===== config.mk =====
export PLATFORM = sky130hd
export DESIGN_NAME = c1541_head_ctrl
export DESIGN_NICKNAME = d
export VERILOG_FILES = /design/src/rtl/c1541_head_ctrl.sv
export SDC_FILE = /design/constraint.sdc
export NUM_CORES = 1
export LEC_CHECK = 0
export BUFFER_PORTS_ARGS = -buffer_cell sky130_fd_sc_hd__buf_2
export CAP_MARGIN = 20
export CORE_AREA = 2 2 71 80
export CTS_CLUSTER_DIAMETER = 50
export DETAILED_ROUTE_END_ITERATION = 8
export DIE_AREA = 0 0 73 82
export PLACE_DENSITY_LB_ADDON = 0.05
export SLEW_MARGIN = 20
export SYNTH_ARGS = -nofsm -noshare
export SYNTH_HDL_FRONTEND = slang
export SYNTH_SLANG_ARGS = --single-unit

===== constraint.sdc =====
create_clock -name clk32 -period 3.09 [get_ports clk32]
set_clock_uncertainty 0.15 [all_clocks]
set_input_delay 0.309 -clock clk32 [delete_from_list [all_inputs] [get_ports clk32]]
set_output_delay 0.309 -clock clk32 [all_outputs]
set_load 0.01 [all_outputs]

===== src/rtl/c1541_head_ctrl.sv =====
// Head positioning, side select and track-flush request control for the 1541/1571 SD path.
// Also times the write-protect flicker seen by the VIA after a disk image change.
module c1541_head_ctrl #(
  parameter int HT_W       = 7,
  parameter int HT_MIN     = 1,
  parameter int HT_MAX     = 80,
  parameter int HT_INIT    = 36,
  parameter int SIDES      = 1,
  parameter int SETTLE_CYC = 0,
  parameter int CHG_CYC    = 15000000
) (
  input  logic            clk32,
  input  logic            reset_n,
  input  logic            mtr,
  input  logic [1:0]      stp,
  input  logic            side,
  input  logic            act,
  input  logic            buff_we,
  input  logic            disk_change,
  input  logic            disk_readonly,
  output logic [HT_W-1:0] half_track,
  output logic [5:0]      track,
  output logic            head_side,
  output logic            tr00_sense_n,
  output logic            wps_n,
  output logic            track_settled,
  output logic            save_req,
  output logic [5:0]      save_track,
  output logic            save_side,
  input  logic            save_ack,
  output logic            save_overrun
);

  localparam int SET_W = (SETTLE_CYC < 2) ? 1 : $clog2(SETTLE_CYC + 1);
  localparam int CHG_W = (CHG_CYC < 2) ? 1 : $clog2(CHG_CYC + 1);
  localparam logic [HT_W-1:0] HT_MIN_V  = HT_W'(HT_MIN);
  localparam logic [HT_W-1:0] HT_MAX_V  = HT_W'(HT_MAX);
  localparam logic [HT_W-1:0] HT_INIT_V = HT_W'(HT_INIT);

  // Phase sequence of the stepper: up walks 0->2->1->3->0, down walks it in reverse.
  function automatic logic [1:0] phase_up(input logic [1:0] p);
    case (p)
      2'd0:    return 2'd2;
      2'd2:    return 2'd1;
      2'd1:    return 2'd3;
      default: return 2'd0;
    endcase
  endfunction

  function automatic logic [1:0] phase_dn(input logic [1:0] p);
    case (p)
      2'd0:    return 2'd3;
      2'd2:    return 2'd0;
      2'd1:    return 2'd2;
      default: return 2'd1;
    endcase
  endfunction

  function automatic logic [HT_W-1:0] clamp_step(input logic [HT_W-1:0] ht,
                                                 input logic up, input logic dn);
    if (up && (ht < HT_MAX_V))      return ht + 1'b1;
    else if (dn && (ht > HT_MIN_V)) return ht - 1'b1;
    else                            return ht;
  endfunction

  logic [1:0]       stp_q;
  logic             act_q, dc_q;
  logic [HT_W-1:0]  half_track_q, half_track_d;
  logic [5:0]       track_q, track_d;
  logic             head_side_q, head_side_d;
  logic [SET_W-1:0] settle_q, settle_d;
  logic             dirty_q, dirty_d;
  logic             save_req_q, save_req_d;
  logic [5:0]       save_track_q, save_track_d;
  logic             save_side_q, save_side_d;
  logic             overrun_q, overrun_d;
  logic [CHG_W-1:0] timer_q, timer_d;
  logic             ch_state_q, ch_state_d;

  logic step_up, step_dn, side_evt, act_fall, flush, dc_rise, overrun_set;

  always_comb begin
    step_up      = mtr && (stp == phase_up(stp_q));
    step_dn      = mtr && (stp == phase_dn(stp_q));
    side_evt     = (SIDES == 2) && (side != head_side_q);
    act_fall     = act_q && !act;
    flush        = step_up || step_dn || side_evt || act_fall;
    dc_rise      = disk_change && !dc_q;

    half_track_d = clamp_step(half_track_q, step_up, step_dn);
    track_d      = 6'(half_track_q >> 1);
    head_side_d  = (SIDES == 2) ? side : 1'b0;

    if ((half_track_d != half_track_q) || (head_side_d != head_side_q))
      settle_d = SET_W'(SETTLE_CYC);
    else if (settle_q != '0)
      settle_d = settle_q - 1'b1;
    else
      settle_d = settle_q;

    // A write landing with the flush belongs to the new position, so it keeps dirty set.
    if (disk_change)  dirty_d = 1'b0;
    else if (buff_we) dirty_d = 1'b1;
    else if (flush)   dirty_d = 1'b0;
    else              dirty_d = dirty_q;

    save_req_d   = save_req_q;
    save_track_d = save_track_q;
    save_side_d  = save_side_q;
    overrun_set  = 1'b0;
    if (flush && dirty_q) begin
      if (!save_req_q || save_ack) begin
        save_req_d   = 1'b1;
        save_track_d = track_q;
        save_side_d  = head_side_q;
      end else begin
        overrun_set  = 1'b1;
      end
    end else if (save_ack && save_req_q) begin
      save_req_d = 1'b0;
    end
    overrun_d = dc_rise ? 1'b0 : (overrun_q || overrun_set);

    if (dc_rise)              timer_d = CHG_W'(CHG_CYC);
    else if (timer_q != '0)   timer_d = timer_q - 1'b1;
    else                      timer_d = timer_q;
    ch_state_d = (timer_q != '0);
  end

  always_ff @(posedge clk32 or negedge reset_n) begin
    if (!reset_n) begin
      stp_q        <= 2'd0;
      act_q        <= 1'b0;
      dc_q         <= 1'b0;
      half_track_q <= HT_INIT_V;
      track_q      <= 6'(HT_INIT_V >> 1);
      head_side_q  <= 1'b0;
      settle_q     <= '0;
      dirty_q      <= 1'b0;
      save_req_q   <= 1'b0;
      save_track_q <= 6'd0;
      save_side_q  <= 1'b0;
      overrun_q    <= 1'b0;
      timer_q      <= '0;
      ch_state_q   <= 1'b0;
    end else begin
      stp_q        <= stp;
      act_q        <= act;
      dc_q         <= disk_change;
      half_track_q <= half_track_d;
      track_q      <= track_d;
      head_side_q  <= head_side_d;
      settle_q     <= settle_d;
      dirty_q      <= dirty_d;
      save_req_q   <= save_req_d;
      save_track_q <= save_track_d;
      save_side_q  <= save_side_d;
      overrun_q    <= overrun_d;
      timer_q      <= timer_d;
      ch_state_q   <= ch_state_d;
    end
  end

  assign half_track    = half_track_q;
  assign track         = track_q;
  assign head_side     = head_side_q;
  assign tr00_sense_n  = |track_q;
  assign wps_n         = ~disk_readonly ^ ch_state_q;
  assign track_settled = (settle_q == '0);
  assign save_req      = save_req_q;
  assign save_track    = save_track_q;
  assign save_side     = save_side_q;
  assign save_overrun  = overrun_q;

endmodule


Word level (Yosys, flattened, before mapping)
Cells that the tools add are included.
{"block": "word_totals", "ff_bits": 52, "output_inout_bits": 26, "in_bits": 11}
{"block": "op_classes", "n_lt_le_gt_ge": 2, "addsub": 4, "n_bitwise": 3, "n_eq_ne": 6, "n_mux": 17, "reduce_logical": 23}
{"cell": "$mux 24", "n": 2}
{"cell": "$reduce_bool 24->1", "n": 1}
{"cell": "$sub 24x1->24 const B", "n": 1}
{"cell": "$mux 7", "n": 2}
{"cell": "$pmux 2 s3", "n": 2}
{"cell": "$mux 1", "n": 11}
{"cell": "$logic_and 1x1->1", "n": 8}
{"cell": "$add 7x1->7 const B", "n": 1}
{"cell": "$gt 7x1->1 const B", "n": 1}
{"cell": "$lt 7x7->1 const B", "n": 1}
{"cell": "$ne 7x7->1", "n": 1}
{"cell": "$sub 7x1->7 const B", "n": 1}
{"cell": "$reduce_or 6->1", "n": 1}
{"cell": "$eq 2x2->1", "n": 2}
{"cell": "$logic_or 1x1->1", "n": 4}
{"cell": "$reduce_and 2->1", "n": 2}
{"cell": "$reduce_bool 2->1", "n": 2}
{"cell": "$logic_not 1->1", "n": 3}
{"cell": "$reduce_bool 3->1", "n": 1}
{"cell": "$eq 2x1->1 const B", "n": 1}
{"cell": "$eq 2x2->1 const B", "n": 1}
{"cell": "$logic_not 2->1", "n": 1}
{"cell": "$ne 2x1->1 const B", "n": 1}
{"cell": "$not 1->1", "n": 2}
{"cell": "other kinds (2)", "n": 2}

Longest topological paths before layout
Gate-level depths: netlist (run 1).
{"block": "logic_depth", "depth_word": 10, "ltp_mapped": 8, "depth_no_buf": 7}

Worst setup path before layout (run 1)
No wires, ideal clock.
{"block": "synth_timing", "kind": "flip-flop to flip-flop", "start": "register timer_q[0]", "end": "register timer_q[12]", "slack_ns": 0.956, "arrival_time_ns": 1.865, "path_stages_with_launch": 9, "period_less_slack_ns": 2.134, "required_ns": 2.821, "path_buffers": 1, "path_cell_list": "dfrtp_1 inv_1 ha_1 or3b_2 clkbuf_1 nor2_1 o21ai_0 o31a_1 o21a_1"}
{"block": "synth_between", "elab_chain_cells": 3}
{"element": "from (decl)", "line_no": "77", "text": "logic [CHG_W-1:0] timer_q, timer_d;"}
{"element": "from (signal assigned)", "line_no": "159", "text": "timer_q <= timer_d;"}
{"element": "$sub 24x1->24", "line_no": "125", "text": "else if (timer_q != '0) timer_d = timer_q - 1'b1;"}
{"element": "$mux 24", "line_no": "125"}
{"element": "$mux 24", "line_no": "124", "text": "if (dc_rise) timer_d = CHG_W'(CHG_CYC);"}
Parallel ways exist; a longest one is shown, timed or not. The select of a mux whose other input is x is not followed.
A chain may end at the register's enable or synchronous reset.

Final worst setup path (run 1)
{"block": "layout_timing", "start": "register stp_q[0]", "end": "register save_track_q[1] (netlist: save_track[1])"}
{"block": "layout_between", "elab_chain_cells": 8}
{"element": "from (decl)", "line_no": "66", "text": "logic [1:0] stp_q;"}
{"element": "from (signal assigned)", "line_no": "147", "text": "stp_q <= stp;"}
{"element": "$eq 2x1->1 (tied with other cells)", "line_no": "42, 51"}
{"element": "$pmux 2 s3 (on tied branches)", "line_no": "42, 51"}
{"element": "$eq 2x2->1 (on tied branches)", "line_no": "83, 84"}
{"element": "$logic_and 1x1->1 (on tied branches)", "line_no": "83, 84"}
{"element": "$logic_or 1x1->1 * (2 in series)", "line_no": "87", "text": "flush = step_up || step_dn || side_evt || act_fall;"}
{"element": "$logic_and 1x1->1 *", "line_no": "111", "text": "if (flush && dirty_q) begin"}
{"element": "$reduce_and 2->1 (no line) *"}
{"element": "to (signal assigned)", "line_no": "156", "text": "save_track_q <= save_track_d;"}
{"element": "to (decl)", "line_no": "74", "text": "logic [5:0] save_track_q, save_track_d;"}
Mark *: on every way between the ends. The rest lies on a longest branch, timed or not.

==> results.yml, run 1 <==
critical_path:
  worst_r2r_startpoint: "stp_q[0]$_DFF_PN0_"
  crit_fanout: 6
  r2r_setup_slack_ns: 0.73
  worstPathCellList: "ha_1 > o21ba_2 > mux2_2 > o21ai_0 > nor2_1 > mux2_2"
  worstSetupPathType: "flip-flop to flip-flop"
  critPathArrivalTime_ns: 2.40
  critPathMaxStageDelay_ns: 0.47
  slowest_stage: "nor2_1"
  cp_num_buf_inv: 0
  reg2reg_to: "save_track[1]$_DFFE_PN0P_"
  path_common_cell: "mux2_2"
  crit_family: "multiplexers"
  reg2reg_depth: 6
  cp-start-kind: "flip-flop"
  end_kind: "flip-flop"
  required_ns: 3.13
power:
  leakagePower_nw: 1.22
  peakVddDrop_mv: 0.576
  p_per_area_nw_per_um2: 696
  total_power_mw: 2.06
cells_and_area:
  synthToLayoutAreaGrowth_pct: 12.2
  fin_cells: 357
  nets: 315
  post_route_cells_drive_above_1_share_pct: 21.5
  final_cell_mix: "47 x dfrtp_1, 32 x buf_2, 26 x nor2_1, 15 x nand2_1, 14 x nor3_1"
  antenna_cells: 0
  fin_area_um2: 2960
  layout_commonest_cell: "dfrtp_1"
placement:
  gp_congestion: 0.805
  place_area_um2: 2830
  io_buffers: 32
  hpwl_mm: 3.80
  placed_cells: 345
floorplan:
  fp.coreArea_um2: 5220
  rows: 28
  die_h_um: 82
  ioPinCount: 37
  die_w_um: 73
  die_area_um2: 5990
  initial_utilization_pct: 50.6
sta:
  rsz0062_at_grt: "false"
  slew_headroom_pct: 56.7
  finalMaxSlewViolations: 0
  tightest_slew_ns: 0.631
  fin_tns_setup_ns: 0
  layout_min_cycle_time_ns: 2.36
  min_period_over_period_pct: 76.3
  fmaxAchievable_mhz: 424
  finalSetupViolCount: 0
  whs_ns: 0.00967
  hold_viol: 0
grt:
  antenna_found_initial: 0
  grt_pass1_wl_mm: 8.96
  first_global_vias: 1931
  grt_usage_pct: 19.2
  grt_remaining_overflow: 0
  grt_max_degree: 29
cts:
  htreeDepth: 2
  clock_sinks: 51
  cts_buffers: 5
  cts_tree: "yes"
  cts_buffer_depth: 2
  post_cts_buffers: 0
  clk_latency_ns: 0.30
  cts_root_buffer: "clkbuf_8"
  cts.clk_slew.worst_paths_ns: 0.10
hold_path:
  min_delay_path_depth: 1
  hold_path_end: "stp_q[0]$_DFF_PN0_"
  hp-class: "input port to flip-flop"
  hold_start: "stp[0]"
synthesis:
  ys_seq_area_share_pct: 48.6
  synthMuxAreaShare_pct: 3.37
  postSynthAreaPerCell_um2: 10.1
  synthXorXnorAreaFrac_pct: 6.97
  yosys_warnings: 0
  synth_seq_cells: 51
  synth-main-ff-cell: "dfrtp_1"
  netlist_area_um2: 2640
  yosys.cell_types.count: 44
  synthCells: 262
  synthAdderAreaFrac_pct: 3.79
  synth_edf_count: 0
  synth_simple_gate_area_share_pct: 23.0
  synth_top_area_share_pct: 44.6
  synth_top_family_by_area: "simple AND/OR/NAND/NOR gates"
  synth_compound_area_share_pct: 10.2
  synth_area_leaders: "dfrtp_1 45%, dfstp_2 4.0%, xor2_1 4.0%"
  yosysTopAreaCell: "dfrtp_1"
  ys_async_sr_fraction_pct: 100
route:
  routed_wl_mm: 5.23
  drc_errors: 0
  ant_nets: 0
  post_drt_via_cell_ratio: 5.48
  wl_per_cell_um: 14.6
  vias: 1957
  dr.pass1.iters: 5
  drtIter0Drc: 90
job:
  drv_cap: 0
run_status:
  status: "complete, no violations"
cell usage after synthesis (3+ instances only):
| cell type | number |
|---|---|
| ha_1 | 8 |
| nor3_1 | 14 |
| a31oi_1 | 3 |
| nand2b_1 | 3 |
| nor4_1 | 6 |
| o21a_1 | 3 |
| nor3_2 | 4 |
| a21oi_1 | 7 |
| o21ai_0 | 13 |
| xor2_1 | 12 |
| xnor2_1 | 9 |
| nand3_1 | 8 |
| a211oi_1 | 7 |
| dfstp_2 | 4 |
| nand2_1 | 15 |
| inv_1 | 9 |
| buf_4 | 3 |
| o31ai_1 | 3 |
| or4_1 | 5 |
| or3_1 | 6 |
| nor2_1 | 26 |
| mux2_2 | 7 |
| nand4_1 | 3 |
| and2_1 | 3 |
| nor2b_1 | 5 |
| clkbuf_1 | 7 |
| dfrtp_1 | 47 |
worst max-delay path by stage:
| stage | depth (start not counted) | start | slack, ns | end |
|---|---|---|---|---|
| 3_3_place_gp | 7 | stp_q[0]$_DFF_PN0_ | 0.73 | save_track[4]$_DFFE_PN0P_ |
| 3_5_place_dp | 7 | stp_q[0]$_DFF_PN0_ | 0.72 | save_track[1]$_DFFE_PN0P_ |
| 4_1_cts | 6 | stp_q[0]$_DFF_PN0_ | 0.69 | save_track[1]$_DFFE_PN0P_ |
| 6_report | 6 | stp_q[0]$_DFF_PN0_ | 0.73 | save_track[1]$_DFFE_PN0P_ |
| 2_1_floorplan | 8 | timer_q[0]$_DFFE_PN0P_ | 0.96 | timer_q[12]$_DFFE_PN0P_ |
| 5_1_grt | 7 | timer_q[0]$_DFFE_PN0P_ | 0.55 | timer_q[19]$_DFFE_PN0P_ |
power breakdown:
| part | internal [mW] | leakage [nW] | switching, mW |
|---|---|---|---|
| Combinational | 0.290 | 0.581 | 0.334 |
| Clock | 0.162 | 0.0408 | 0.230 |
| Sequential | 0.854 | 0.595 | 0.191 |
per-stage QoR:
step                      setup slack, ns  utilization (%)
final                               0.734             56.7
after floorplan                     0.956                -
after global placement              0.730             54.2
after global routing                0.554             56.7
after CTS                           0.693             56.7
after detailed placement            0.717             54.2
what timing repair did:
action	CTS	global route
hold buffers	4	0
hold endpoints to repair	26	0
resized for setup	0	0
state kept, by name, summed over array words and instances, names as in the netlist:
signal        count
act_q             1
ch_state_q        1
dc_q              1
dirty_q           1
half_track        7
save_overrun      1
save_req          1
save_track        6
stp_q             2
timer_q          24
track             6
metal layers:
metal	share of wire (%)	vias up	track usage [%]	routed length, um
met4	0.48	0	5.00	25
met3	2.9	2	3.68	154
met2	53	26	34.7	2760
met1	44	943	23.2	2290
met5	0	-	0	0
li1	-	986	-	-
layout make-up:
cell class              count  area, um2
multi-input cells         191       1260
clock buffers               5       68.8
inverters                   9       33.8
well taps                  60       75.1
flip-flops and latches     51       1280
clock inverters             3       23.8
fillers                   479       2260
repair buffers             38        215
cell families (layout without fill, tap and decap cells):
logic type / after synthesis / after routing
AOI/OAI and AO/OA: 43 / 43
xor gates and xnor gates: 21 / 21
adders and majority gates: 8 / 8
buffers and inverters: 21 / 55
DFF: 51 / 51
muxes: 8 / 8
other: 2 / 3
and+or+nand+nor: 108 / 108
Note: power is estimated with default switching activity, not from simulation.
==> run 2, diff against run 1 <==
==> constraint.sdc (replaced) <==
create_clock -name clk32 -period 2.3 [get_ports clk32]
set_clock_uncertainty 0.15 [all_clocks]
set_input_delay 0.23 -clock clk32 [delete_from_list [all_inputs] [get_ports clk32]]
set_output_delay 0.23 -clock clk32 [all_outputs]
set_load 0.01 [all_outputs]
==> run 2 against run 1 <==
Register-to-register slack got worse by 0.61 ns. Sequential cell count is the same. Hold slack better by 0.089 ns. Design area rose by 9.3%. Global-route usage up 0.51 points. Critical path depth stayed put. Sequential share of layout area down 3.7 points. Sequential power is 30% higher. Cell count grew 7.3%. Utilization grew 5.3 points. Combinational power increased by 67%. Largest cell class is now multi-input combinational cells. Largest power group unchanged.
==> results.yml, run 2 (synthesized netlist as in run 1, its figures left out) <==
run_status:
  status: "complete, no violations"
power:
  leakagePower_nw: 1.37
  total_power_mw: 3.03
  peakVddDrop_mv: 0.744
  p_per_area_nw_per_um2: 937
floorplan:
  die_area_um2: 5990
  die_w_um: 73
  rows: 28
  ioPinCount: 37
  fp.coreArea_um2: 5220
  die_h_um: 82
  initial_utilization_pct: 50.6
sta:
  finalMaxSlewViolations: 0
  fmaxAchievable_mhz: 458
  finalWorstSetupSlack_ns: 0.119
  whs_ns: 0.0987
  slew_headroom_pct: 65.4
  min_period_over_period_pct: 94.8
  layout_min_cycle_time_ns: 2.18
  finalSetupViolCount: 0
  hold_viol: 0
  tightest_slew_ns: 0.513
grt:
  grt_pass1_wl_mm: 9.16
  top_usage_layer: "met2"
  grt_usage_pct: 19.7
  use_met3_pct: 3.31
  met2_usage_pct: 36.3
  grt_remaining_overflow: 0
  use_met1_pct: 22.8
  antenna_found_initial: 0
  first_global_vias: 2036
  grt_max_degree: 31
cts:
  htreeDepth: 2
  cts.clk_slew.worst_paths_ns: 0.10
  cts_root_buffer: "clkbuf_8"
  clock_sinks: 51
  cts_buffer_depth: 2
  cts_tree: "yes"
  clk_latency_ns: 0.30
  cts_buffers: 5
cells_and_area:
  fin_cells: 383
  nets: 341
  registers.top_by_ff_count: "timer_q"
  largest_register_ffs: 24
  post_route_cells_drive_above_1_share_pct: 29.7
  antenna_cells: 0
  synthToLayoutAreaGrowth_pct: 22.7
  final_cell_mix: "47 x dfrtp_1, 32 x buf_2, 25 x nor2_1, 25 x buf_4"
  seq_area_um2: 1280
  layout_commonest_cell: "dfrtp_1"
  multi_input_area_um2: 1300
  final_core_util_pct: 62.0
  fillers: 443
critical_path:
  required_ns: 2.35
  end_kind: "flip-flop"
  r2r_setup_slack_ns: 0.12
  worst_r2r_startpoint: "stp_q[0]$_DFF_PN0_"
  crit_start: "stp_q[0]$_DFF_PN0_"
  critPathArrivalTime_ns: 2.23
  worstSetupPathType: "flip-flop to flip-flop"
  crit_fanout: 6
  cp-start-kind: "flip-flop"
placement:
  dp_slack_ns: -0.0204
  placed_cells: 366
  io_buffers: 32
  gp_congestion: 0.809
  hpwl_mm: 3.99
route:
  drtIter0Drc: 91
  ant_nets: 0
  dr.pass1.iters: 4
  post_drt_via_cell_ratio: 5.49
  vias: 2103
  routed_wl_mm: 5.54
  wl_per_cell_um: 14.5
  drc_errors: 0
job:
  drv_cap: 0
hold_path:
  hp-class: "input port to flip-flop"
  hold_start: "save_ack"
==> run 2: cell count changes in the layout (fill, tap and decap cells not counted), sizes merged <==
cell,delta
buf,+24
clkinvlp,-2
dlygate4sd3,+2
bufinv,+1
clkinv,+1
==> run 2: report_power, final <==
group	switching [mW]	leakage [nW]	internal, mW	total, mW
Clock	0.309	0.0587	0.330	0.639
Combinational	0.540	0.715	0.496	1.04
Sequential	0.209	0.595	1.15	1.36
==> run 2: final timing paths <==
check / end / cells past startpoint
setup / recovery: save_track[2]$_DFFE_PN0P_ / 6
hold / removal: save_req$_DFFE_PN0P_ / 3
setup reg to reg: save_track[2]$_DFFE_PN0P_ / 6
hold reg to reg: track[4]$_DFF_PN1_ / 0
max in group asynchronous: half_track[2]$_DFFE_PN1P_ / 3
min in group asynchronous: timer_q[11]$_DFFE_PN0P_ / 2
==> run 2: timing repair <==
| action | CTS | global route |
|---|---|---|
| buffers inserted | 0 | 3 |
| hold buffers | 6 | 0 |
| resized for setup | 1 | 9 |
| endpoints found under the hold margin | 26 | 0 |
| endpoints found under the setup margin | 6 | 13 |
| pin swaps | 0 | 1 |
==> run 2: stage by stage <==
stage          setup TNS [ns]  cell area, um2
2_1_floorplan               0            2640
3_3_place_gp                0            3000
3_5_place_dp          -0.0774            3000
4_1_cts                     0            3180
5_1_grt               -0.0118            3240
6_report                    0            3240
==> run 2: worst max-delay path: stages, from the launching register on <==
cell and delay (ns):
dfrtp_1 0.41, ha_1 0.20, o21ba_2 0.25, mux2_2 0.34
o21ai_0 0.28, nor2_2 0.15, mux2_2 0.30
==> run 2: final cells by class <==
cell class,count,share of cell area [%]
multi-input combinational,191,40.2
clock buffer,5,2.13
sequential,51,39.6
clock inverter,3,1.47
inverter,9,1.04
timing repair buffer,64,13.2
tap,60,2.32
==> run 2: layer usage <==
layer  part of all wire, %  wire (um)  vias to the layer above
met5                     0          0                        -
met4                   1.7         93                        0
met3                   3.2        175                       12
met2                    52       2900                       43
met1                    43       2370                     1014
li1                      -          -                     1034
